### src/rtl/div_pipe.sv
// div_pipe: fully pipelined unsigned restoring divider.
// One quotient bit is resolved per stage, MSB first, across WIDTH_A stages.
// A single advance signal moves or holds the whole pipeline, bubbles included,
// so a stalled output freezes every stage in place.
module div_pipe #(
    parameter int WIDTH_A = 16,
    parameter int WIDTH_B = 8,
    parameter int TAG_W   = 1
) (
    input  logic               clk,
    input  logic               rst,
    input  logic               in_valid,
    output logic               in_ready,
    input  logic [WIDTH_A-1:0] numerator,
    input  logic [WIDTH_B-1:0] denominator,
    input  logic [TAG_W-1:0]   in_tag,
    output logic               out_valid,
    input  logic               out_ready,
    output logic [WIDTH_A-1:0] quotient,
    output logic [WIDTH_B-1:0] remainder,
    output logic               div_zero,
    output logic [TAG_W-1:0]   out_tag
);
    localparam int LAST = WIDTH_A - 1;

    // Per-stage state. nq holds the numerator bits still to be consumed in its
    // upper part and the quotient bits resolved so far shifted in from the
    // bottom; after the last stage it is the full quotient. The denominator is
    // not needed once the last step has been taken, so it stops one stage early.
    logic [WIDTH_A-1:0] valid_q, valid_d;
    logic [WIDTH_A-1:0] zero_q, zero_d;
    logic [WIDTH_B-1:0] rem_q [WIDTH_A];
    logic [WIDTH_B-1:0] rem_d [WIDTH_A];
    logic [WIDTH_A-1:0] nq_q  [WIDTH_A];
    logic [WIDTH_A-1:0] nq_d  [WIDTH_A];
    logic [TAG_W-1:0]   tag_q [WIDTH_A];
    logic [TAG_W-1:0]   tag_d [WIDTH_A];
    logic [WIDTH_B-1:0] den_q [LAST];
    logic [WIDTH_B-1:0] den_d [LAST];

    // What each stage sees on its input side (stage 0 is fed by the ports).
    logic [WIDTH_A-1:0] src_valid, src_zero;
    logic [WIDTH_B-1:0] src_rem [WIDTH_A];
    logic [WIDTH_A-1:0] src_nq  [WIDTH_A];
    logic [WIDTH_B-1:0] src_den [WIDTH_A];
    logic [TAG_W-1:0]   src_tag [WIDTH_A];
    logic [WIDTH_B:0]   step    [WIDTH_A];
    logic               advance;

    // One restoring step: returns {quotient bit, new partial remainder}.
    // When the subtraction happens the true result is below the denominator,
    // so it fits in WIDTH_B bits and the low-bit subtraction is exact. With a
    // zero denominator the compare always succeeds and the remainder simply
    // shifts the numerator through, leaving its low WIDTH_B bits at the end.
    function automatic logic [WIDTH_B:0] div_step(
        input logic [WIDTH_B-1:0] rem,
        input logic               nbit,
        input logic [WIDTH_B-1:0] den
    );
        logic [WIDTH_B:0] trial;
        logic             ge;
        trial = {rem, nbit};
        ge    = (trial >= {1'b0, den});
        if (ge) begin
            div_step = {1'b1, trial[WIDTH_B-1:0] - den};
        end else begin
            div_step = {1'b0, trial[WIDTH_B-1:0]};
        end
    endfunction

    assign advance  = !valid_q[LAST] || out_ready;
    assign in_ready = advance;

    // Route ports into stage 0 and each stage's register into the next stage.
    always_comb begin
        src_valid[0] = in_valid;
        src_zero[0]  = (denominator == '0);
        src_rem[0]   = '0;
        src_nq[0]    = numerator;
        src_den[0]   = denominator;
        src_tag[0]   = in_tag;
        for (int k = 1; k < WIDTH_A; k++) begin
            src_valid[k] = valid_q[k-1];
            src_zero[k]  = zero_q[k-1];
            src_rem[k]   = rem_q[k-1];
            src_nq[k]    = nq_q[k-1];
            src_den[k]   = den_q[k-1];
            src_tag[k]   = tag_q[k-1];
        end
    end

    // Division step for every stage, MSB of the remaining numerator first.
    always_comb begin
        for (int k = 0; k < WIDTH_A; k++) begin
            step[k] = div_step(src_rem[k], src_nq[k][WIDTH_A-1], src_den[k]);
        end
    end

    // Next state: shift every stage by one place on advance, otherwise hold.
    always_comb begin
        valid_d = valid_q;
        zero_d  = zero_q;
        rem_d   = rem_q;
        nq_d    = nq_q;
        tag_d   = tag_q;
        den_d   = den_q;
        if (advance) begin
            valid_d = src_valid;
            zero_d  = src_zero;
            for (int k = 0; k < WIDTH_A; k++) begin
                rem_d[k] = step[k][WIDTH_B-1:0];
                nq_d[k]  = {src_nq[k][WIDTH_A-2:0], step[k][WIDTH_B]};
                tag_d[k] = src_tag[k];
            end
            for (int k = 0; k < LAST; k++) begin
                den_d[k] = src_den[k];
            end
        end
    end

    // Pipeline registers; reset clears valids and data so outputs read 0.
    always_ff @(posedge clk) begin
        if (rst) begin
            valid_q <= '0;
            zero_q  <= '0;
            for (int k = 0; k < WIDTH_A; k++) begin
                rem_q[k] <= '0;
                nq_q[k]  <= '0;
                tag_q[k] <= '0;
            end
            for (int k = 0; k < LAST; k++) begin
                den_q[k] <= '0;
            end
        end else begin
            valid_q <= valid_d;
            zero_q  <= zero_d;
            rem_q   <= rem_d;
            nq_q    <= nq_d;
            tag_q   <= tag_d;
            den_q   <= den_d;
        end
    end

    assign out_valid = valid_q[LAST];
    assign quotient  = nq_q[LAST];
    assign remainder = rem_q[LAST];
    assign div_zero  = valid_q[LAST] & zero_q[LAST];
    assign out_tag   = tag_q[LAST];

endmodule

### config.mk
export PLATFORM = sky130hd
export DESIGN_NAME = div_pipe
export DESIGN_NICKNAME = d
export VERILOG_FILES = /design/src/rtl/div_pipe.sv
export SDC_FILE = /design/constraint.sdc
export NUM_CORES = 1
export LEC_CHECK = 0
export ABC_AREA = 1
export BUFFER_PORTS_ARGS = -buffer_cell sky130_fd_sc_hd__buf_4
export CORE_MARGIN = 5
export CORE_UTILIZATION = 55
export CTS_CLUSTER_DIAMETER = 150
export CTS_CLUSTER_SIZE = 24
export DETAILED_ROUTE_END_ITERATION = 8
export MAX_ROUTING_LAYER = met4
export PLACE_DENSITY = 0.77
export SLEW_MARGIN = 20
export SYNTH_ARGS = -nofsm -noshare
export SYNTH_HDL_FRONTEND = slang
export SYNTH_SLANG_ARGS = --single-unit
### constraint.sdc
create_clock -name clk -period 3.5 [get_ports clk]
set_input_delay 0 -clock clk [delete_from_list [all_inputs] [get_ports clk]]
set_output_delay 0 -clock clk [all_outputs]
set_load 0.005 [all_outputs]
==> results.py, run 1 <==
metrics = {
    "status": {
        "status": "complete, no violations",
    },
    "critical_path": {
        "cp.required_ns": 3.98,
        "critical_path_arrival_ns": 2.75,
        "slowest_stage": "dlygate4sd3_1",
        "startpoint": "valid_q[15]",
        "cp_top_family": "buffers and inverters",
        "worstSetupPathType": "reg2reg",
        "startpoint_type": "register",
        "end_kind": "register",
        "path_cells": "inv_1 -> nor2_4 -> buf_4 -> nor2_1 -> nand4_1 -> a21oi_1 -> dlygate4sd3_1",
        "max_stage_delay_ns": 0.57,
        "crit_fanout": 67,
        "cp_num_buf_inv": 3,
        "r2r-start": "valid_q[15]",
    },
    "timing": {
        "max-slew-margin-rel": 0.3831,
        "drv_slew": 0,
        "tns_ns": 0,
        "tightest_slew_ns": 0.9254,
        "rsz0062_at_grt": "no",
        "fin_crit_sh": 0.6475,
        "setup_viol": 0,
        "min_period_ns": 2.266,
        "hold_viol": 0,
        "skew_ns": 0.02682,
        "fmax_ghz": 0.4412,
    },
    "clocking": {
        "clock_path_buffers": 3,
        "cts_resized": 0,
        "clk_latency_ns": 0.60,
        "cts_setup_buffers": 0,
        "cts_made_buffers": 26,
        "cts_max_level": 1,
        "cts_tree": "built",
        "cts_root_buffer": "clkbuf_16",
        "cts_sinks": 552,
        "path_clk_slew_ns": 0.10,
    },
    "global_route": {
        "antenna_found_initial": 3,
        "grt_pass1_wl_um": 98740,
        "grt_util_met1": 0.2870,
        "use_met3": 0.01970,
        "met2_usage": 0.3374,
        "grt_overflow": 0,
        "grt_pass1_vias": 20749,
        "grt_max_degree": 237,
        "grtUsageTotal": 0.2071,
        "gr-max-usage-layer": "met2",
    },
    "power": {
        "clkPwrFrac": 0.224,
        "intPower_mw": 9.508,
        "cellPowerDensity_mw_per_mm2": 499.7,
        "comb_power_share": 0.304,
        "ir_drop_v": 0.0003573,
        "p_switching_mw": 5.103,
        "power_frac_seq": 0.472,
        "total_power_mw": 14.61,
        "cellLeakagePower_nw": 15.40,
        "swShare": 0.3492,
    },
    "die": {
        "die_area_mm2": 0.05507,
        "initial_core_util": 0.5545,
        "boundaryPins": 57,
        "fp.dieH_um": 234.7,
        "design.core.area_mm2": 0.05007,
        "num_rows": 82,
        "die_w_um": 234.7,
    },
    "synthesis": {
        "ys_ff_latch": 552,
        "synth_cell_types": 42,
        "yosysWarnings": 0,
        "synth_seq_area_share": 0.3981,
        "syn_area_mm2": 0.02776,
        "syn_inst": 3941,
        "avgSynthCellArea_um2": 7.044,
        "syn_nets": 4107,
    },
    "placement": {
        "hpwl_um": 39650,
        "io_buffers": 56,
        "gp_congestion": 0.9134,
    },
    "worst_hold_path": {
        "holdCritPathClass": "in2reg",
        "min_from": "out_ready",
    },
    "routing": {
        "drtAntennaViolNets": 0,
        "dr.pass1.iters": 5,
        "viasPerCell": 5.114,
        "dr_total_vias": 23203,
        "drcViolationCount": 0,
        "drt_iter0_markers": 1511,
        "totalWireLength_um": 58240,
        "wl_per_cell_um": 12.84,
    },
    "final_layout": {
        "synthToLayoutAreaGrowth_pct": 5.336,
        "drive_above_1_share": 0.06782,
        "final_nets": 4030,
    },
    "flow_run": {
        "maxCapViolCount": 0,
    },
}
layout make-up:
cell class                      count  area [um2]
Antenna cell                        2       5.005
Clock buffer                       26       650.6
Clock inverter                      1       16.27
Fill cell                        4840       20830
Inverter                          520        1974
Multi-Input combinational cell   2659       13730
Sequential cell                   552       11050
Tap cell                          672       840.8
Timing Repair Buffer              105       973.4
placed cells by master, fill, tap and decap left out, types with 15 or more instances in the layout:
cell and instances:
nand2_4 25, nand4_1 21, dfxtp_1 552, clkbuf_16 26
nor2_1 714, nand3_1 277, nor2_2 17, inv_2 16
ha_1 122, dlygate4sd3_1 29, a21oi_2 18, nand2_2 34
o21ai_0 536, buf_4 67, fa_1 15, xnor2_1 27
nand2_1 553, a21oi_1 185, inv_1 495, xor2_1 20
layer usage:
layer / vias up / part of all wire
met2: 311 / 0.46
met4: 0 / 0.017
met1: 10486 / 0.49
met3: 66 / 0.032
li1: 12340 / -
met5: - / 0
cell usage after synthesis, drive strengths merged:
master  number  area (um2)
inv        514        1932
buf        116       666.9
nor2       743        2922
o211ai      10       85.08
ha         122        1526
xnor2       27       236.5
nand3b      11       82.58
nand4       31       265.3
a21oi      203        1084
nand2      612        2570
xor2        20       175.2
a31oi        4       25.02
o21ai      540        2703
fa          15       300.3
clkbuf      94       352.8
clkinv       6       27.53
or2          5       33.79
a21o        10       75.07
nand3      283        1446
nor3        11       111.4
o21bai      12       90.09
dfxtp      552       11050
power groups by stage:
stage	clock network, mW	registers [mW]	logic [mW]
3_3_place_gp	0	7.04	4.36
4_1_cts	3.39	6.90	4.42
5_1_grt	3.60	6.94	5.02
2_1_floorplan	0	6.94	3.61
6_report	3.27	6.90	4.43
3_5_place_dp	0	7.04	4.38
registers in the layout (all words and copies together) (netlist names):
signal	cells
den_q	120
nq_q	240
out_tag	1
quotient	16
rem_q	120
remainder	8
src_tag	15
valid_q	16
zero_q	16
final timing paths:
| check | end | slack, ns | cells past startpoint |
|---|---|---|---|
| min | den_q[39] | 0.09 | 4 |
| max | zero_q[0] | 1.23 | 7 |
| max reg2reg | zero_q[0] | 1.23 | 7 |
| min reg2reg | valid_q[14] | 0.47 | 2 |
logic make-up after synthesis:
logic type,count (synthesis),synth area share
xor+xnor,47,0.01483
compound gates,779,0.1463
fa+ha+maj,137,0.06580
simple gates,1696,0.2677
buf+inv,730,0.1073
flops,552,0.3981
tightest hold or removal path: stages:
cell and delay, ns:
buf_4 0.10, nor2_4 0.07, buf_12 0.21, a21oi_1 0.20
through the flow:
| step | utilization | instances | setup slack, ns | instance area [um2] | hold WS (ns) |
|---|---|---|---|---|---|
| final | 0.5840 | 4537 | 1.234 | 29240 | 0.09167 |
| after global routing | 0.5840 | 4537 | 1.046 | 29240 | 0.1126 |
| after CTS | 0.5839 | 4535 | 1.255 | 29240 | 0.08883 |
| after detailed placement | 0.5648 | 4479 | 1.581 | 28280 | 0.2591 |
| after global placement | 0.5648 | 4479 | 1.625 | 28280 | 0.2515 |
| after floorplan | - | 3941 | 1.887 | 27760 | 0.06907 |
timing repair:
item	4_1_cts	5_1_grt
hold endpoints to repair	38	0
setup endpoints to repair	0	0
hold buffers	29	0
Power figures use the tool's default switching activity.
==> inputs of run 2 (changes only) <==
--- a/config.mk
+++ b/config.mk
@@ -5,7 +5,7 @@
 export SDC_FILE = /design/constraint.sdc
 export NUM_CORES = 1
 export LEC_CHECK = 0
-export ABC_AREA = 1
+export ABC_AREA = 0
 export BUFFER_PORTS_ARGS = -buffer_cell sky130_fd_sc_hd__buf_4
 export CORE_MARGIN = 5
 export CORE_UTILIZATION = 55
==> constraint.sdc (replaced) <==
create_clock -name clk -period 2.2 [get_ports clk]
set_input_delay 0 -clock clk [delete_from_list [all_inputs] [get_ports clk]]
set_output_delay 0 -clock clk [all_outputs]
set_load 0.005 [all_outputs]
==> results.py, run 2 <==
metrics = {
    "synthesis": {
        "synth_common_cells": "nand2_1 (890), a21oi_1 (552), dfxtp_1 (552), inv_1 (165), o21ai_0 (157)",
        "ys_ff_latch": 552,
        "synth.top_cell.area_share": 0.4263,
        "syn_area_mm2": 0.02592,
        "synthTopCellsByArea": "dfxtp_1 (43%), nand2_1 (13%), a21oi_1 (11%), ha_1 (5.9%), o21ai_0 (3.0%)",
        "synth-async-reset-ratio": 0,
        "avgSynthCellArea_um2": 7.820,
        "yosys.area.top_type": "dfxtp_1",
        "ys.flop_type": "dfxtp_1",
        "syn_inst": 3315,
        "yosysWarnings": 0,
        "synth_edf_count": 0,
        "synth_cell_types": 71,
        "synth_seq_area_share": 0.4263,
        "syn_nets": 3481,
        "synth.most_common_cell": "nand2_1",
    },
    "die": {
        "design.core.area_mm2": 0.04656,
        "fp.dieH_um": 227.1,
        "num_rows": 79,
        "die_area_mm2": 0.05158,
        "die_w_um": 227.1,
        "initial_core_util": 0.5568,
        "boundaryPins": 57,
    },
    "timing": {
        "skew_ns": 0.01857,
        "tns_ns": 0,
        "tightest_slew_ns": 0.8098,
        "fin_crit_sh": 0.9714,
        "min_period_ns": 2.137,
        "rsz0062_at_grt": "yes",
        "hold_viol": 0,
        "drv_slew": 0,
        "setup_viol": 0,
        "max-slew-margin-rel": 0.4560,
        "fin_ws_ns": 0.06302,
        "fmax_ghz": 0.4680,
    },
    "critical_path": {
        "critical_path_arrival_ns": 2.60,
        "r2r-start": "den_q[78]",
        "cp.required_ns": 2.67,
        "worstSetupPathType": "reg2reg",
        "startpoint_type": "register",
        "r2r-end": "rem_q[76]",
        "rr_worst_depth": 9,
        "startpoint": "den_q[78]",
        "r2r_slack_ns": 0.06,
        "crit_fanout": 12,
        "endpoint": "rem_q[76]",
        "end_kind": "register",
    },
    "routing": {
        "totalWireLength_um": 58400,
        "dr_total_vias": 22014,
        "viasPerCell": 5.637,
        "drtAntennaViolNets": 0,
        "dr.pass1.iters": 5,
        "wl_per_cell_um": 14.95,
        "drcViolationCount": 0,
        "drt_iter0_markers": 1648,
    },
    "clocking": {
        "cts_sinks": 552,
        "clock_path_buffers": 3,
        "cts_made_buffers": 26,
        "path_clk_slew_ns": 0.10,
        "cts_tree": "built",
        "cts_root_buffer": "clkbuf_16",
        "cts_max_level": 1,
        "clk_latency_ns": 0.58,
    },
    "power": {
        "cellLeakagePower_nw": 10.27,
        "total_power_mw": 29.34,
        "ir_drop_v": 0.0009645,
        "cellPowerDensity_mw_per_mm2": 1039,
    },
    "final_layout": {
        "stdcell_count": 3905,
        "top_regs": "nq_q: 240 flops, den_q: 120 flops, rem_q: 120 flops",
        "final_nets": 3465,
        "diodes": 0,
        "largest_register_ffs": 240,
        "fin_util": 0.6068,
        "final_common_cell": "nand2_1",
        "largest_register": "nq_q",
        "synthToLayoutAreaGrowth_pct": 8.977,
        "drive_above_1_share": 0.07429,
        "layout_common_cells": "nand2_1 (890), a21oi_1 (549), dfxtp_1 (544)",
    },
    "flow_run": {
        "maxCapViolCount": 0,
    },
    "worst_hold_path": {
        "holdCritPathClass": "in2reg",
    },
    "global_route": {
        "gr-max-usage-layer": "met2",
        "met2_usage": 0.3685,
        "grt_pass1_wl_um": 96170,
        "use_met3": 0.02257,
        "grtUsageTotal": 0.2209,
        "grt_pass1_vias": 20347,
        "grt_overflow": 0,
        "grt_max_degree": 108,
        "grt_util_met1": 0.2968,
        "antenna_found_initial": 0,
    },
    "status": {
        "status": "complete, no violations",
    },
    "placement": {
        "placed_cells_incl_taps": 3837,
        "hpwl_um": 38950,
        "pre_cts_ws_ns": -0.02581,
        "io_buffers": 56,
        "gp_congestion": 0.9322,
    },
}
==> run 2: critical path: stages, from the launching register on <==
cell,delay (ns)
dfxtp_1,0.37
inv_1,0.06
ha_1,0.32
a21o_1,0.20
a211oi_2,0.30
o21ai_2,0.12
nor2_1,0.21
buf_12,0.17
mux2i_1,0.20
a21oi_1,0.08
==> run 2: report_power, final <==
group          switching (mW)  internal [mW]  total [mW]
clock                    3.05           2.19        5.24
sequential              0.753           11.0        11.7
combinational            6.46           5.92        12.4
==> run 2: how the worst min path moves through the flow <==
stage	from	endpoint	depth (start not counted)
3_3_place_gp	numerator[2]	nq_q[243]	3
4_1_cts	numerator[6]	nq_q[247]	4
2_1_floorplan	denominator[0]	den_q[112]	2
3_5_place_dp	numerator[6]	nq_q[247]	3
6_report	numerator[5]	nq_q[246]	4
5_1_grt	numerator[12]	nq_q[253]	4
==> run 2: repair_timing <==
item	4_1_cts	5_1_grt
pin swaps	0	18
hold buffers	29	0
endpoints found under the setup margin	5	57
buffers inserted	0	10
cloned	0	2
endpoints found under the hold margin	93	0
gates resized for setup	5	50
==> run 2: kinds of logic after synthesis <==
family	synth area share
simple gates	0.1967
compound gates	0.2022
flops	0.4263
buf+inv	0.06216
fa+ha+maj	0.07047
mux	0.02326
xor+xnor	0.01892
==> run 2: area by class of cell <==
| class | count | area (um2) |
|---|---|---|
| Inverter | 166 | 630.6 |
| Multi-Input combinational cell | 2379 | 13460 |
| Fill cell | 4117 | 18310 |
| Sequential cell | 552 | 11060 |
| Tap cell | 607 | 759.5 |
| Timing Repair Buffer | 174 | 1669 |
| Clock buffer | 27 | 675.6 |
==> run 2: through the flow <==
| step | hold slack (ns) | area (um2) |
|---|---|---|
| after global placement | 0.2572 | 26970 |
| after detailed placement | 0.2600 | 26970 |
| final | 0.2238 | 28250 |
| after floorplan | 0.1405 | 25920 |
| after global routing | 0.2248 | 28250 |
| after CTS | 0.1954 | 27960 |
==> run 2: metal layers <==
| layer | part of all wire | vias up |
|---|---|---|
| li1 | - | 11088 |
| met1 | 0.46 | 10434 |
| met2 | 0.48 | 409 |
| met3 | 0.041 | 83 |
| met4 | 0.018 | 0 |
| met5 | 0 | - |
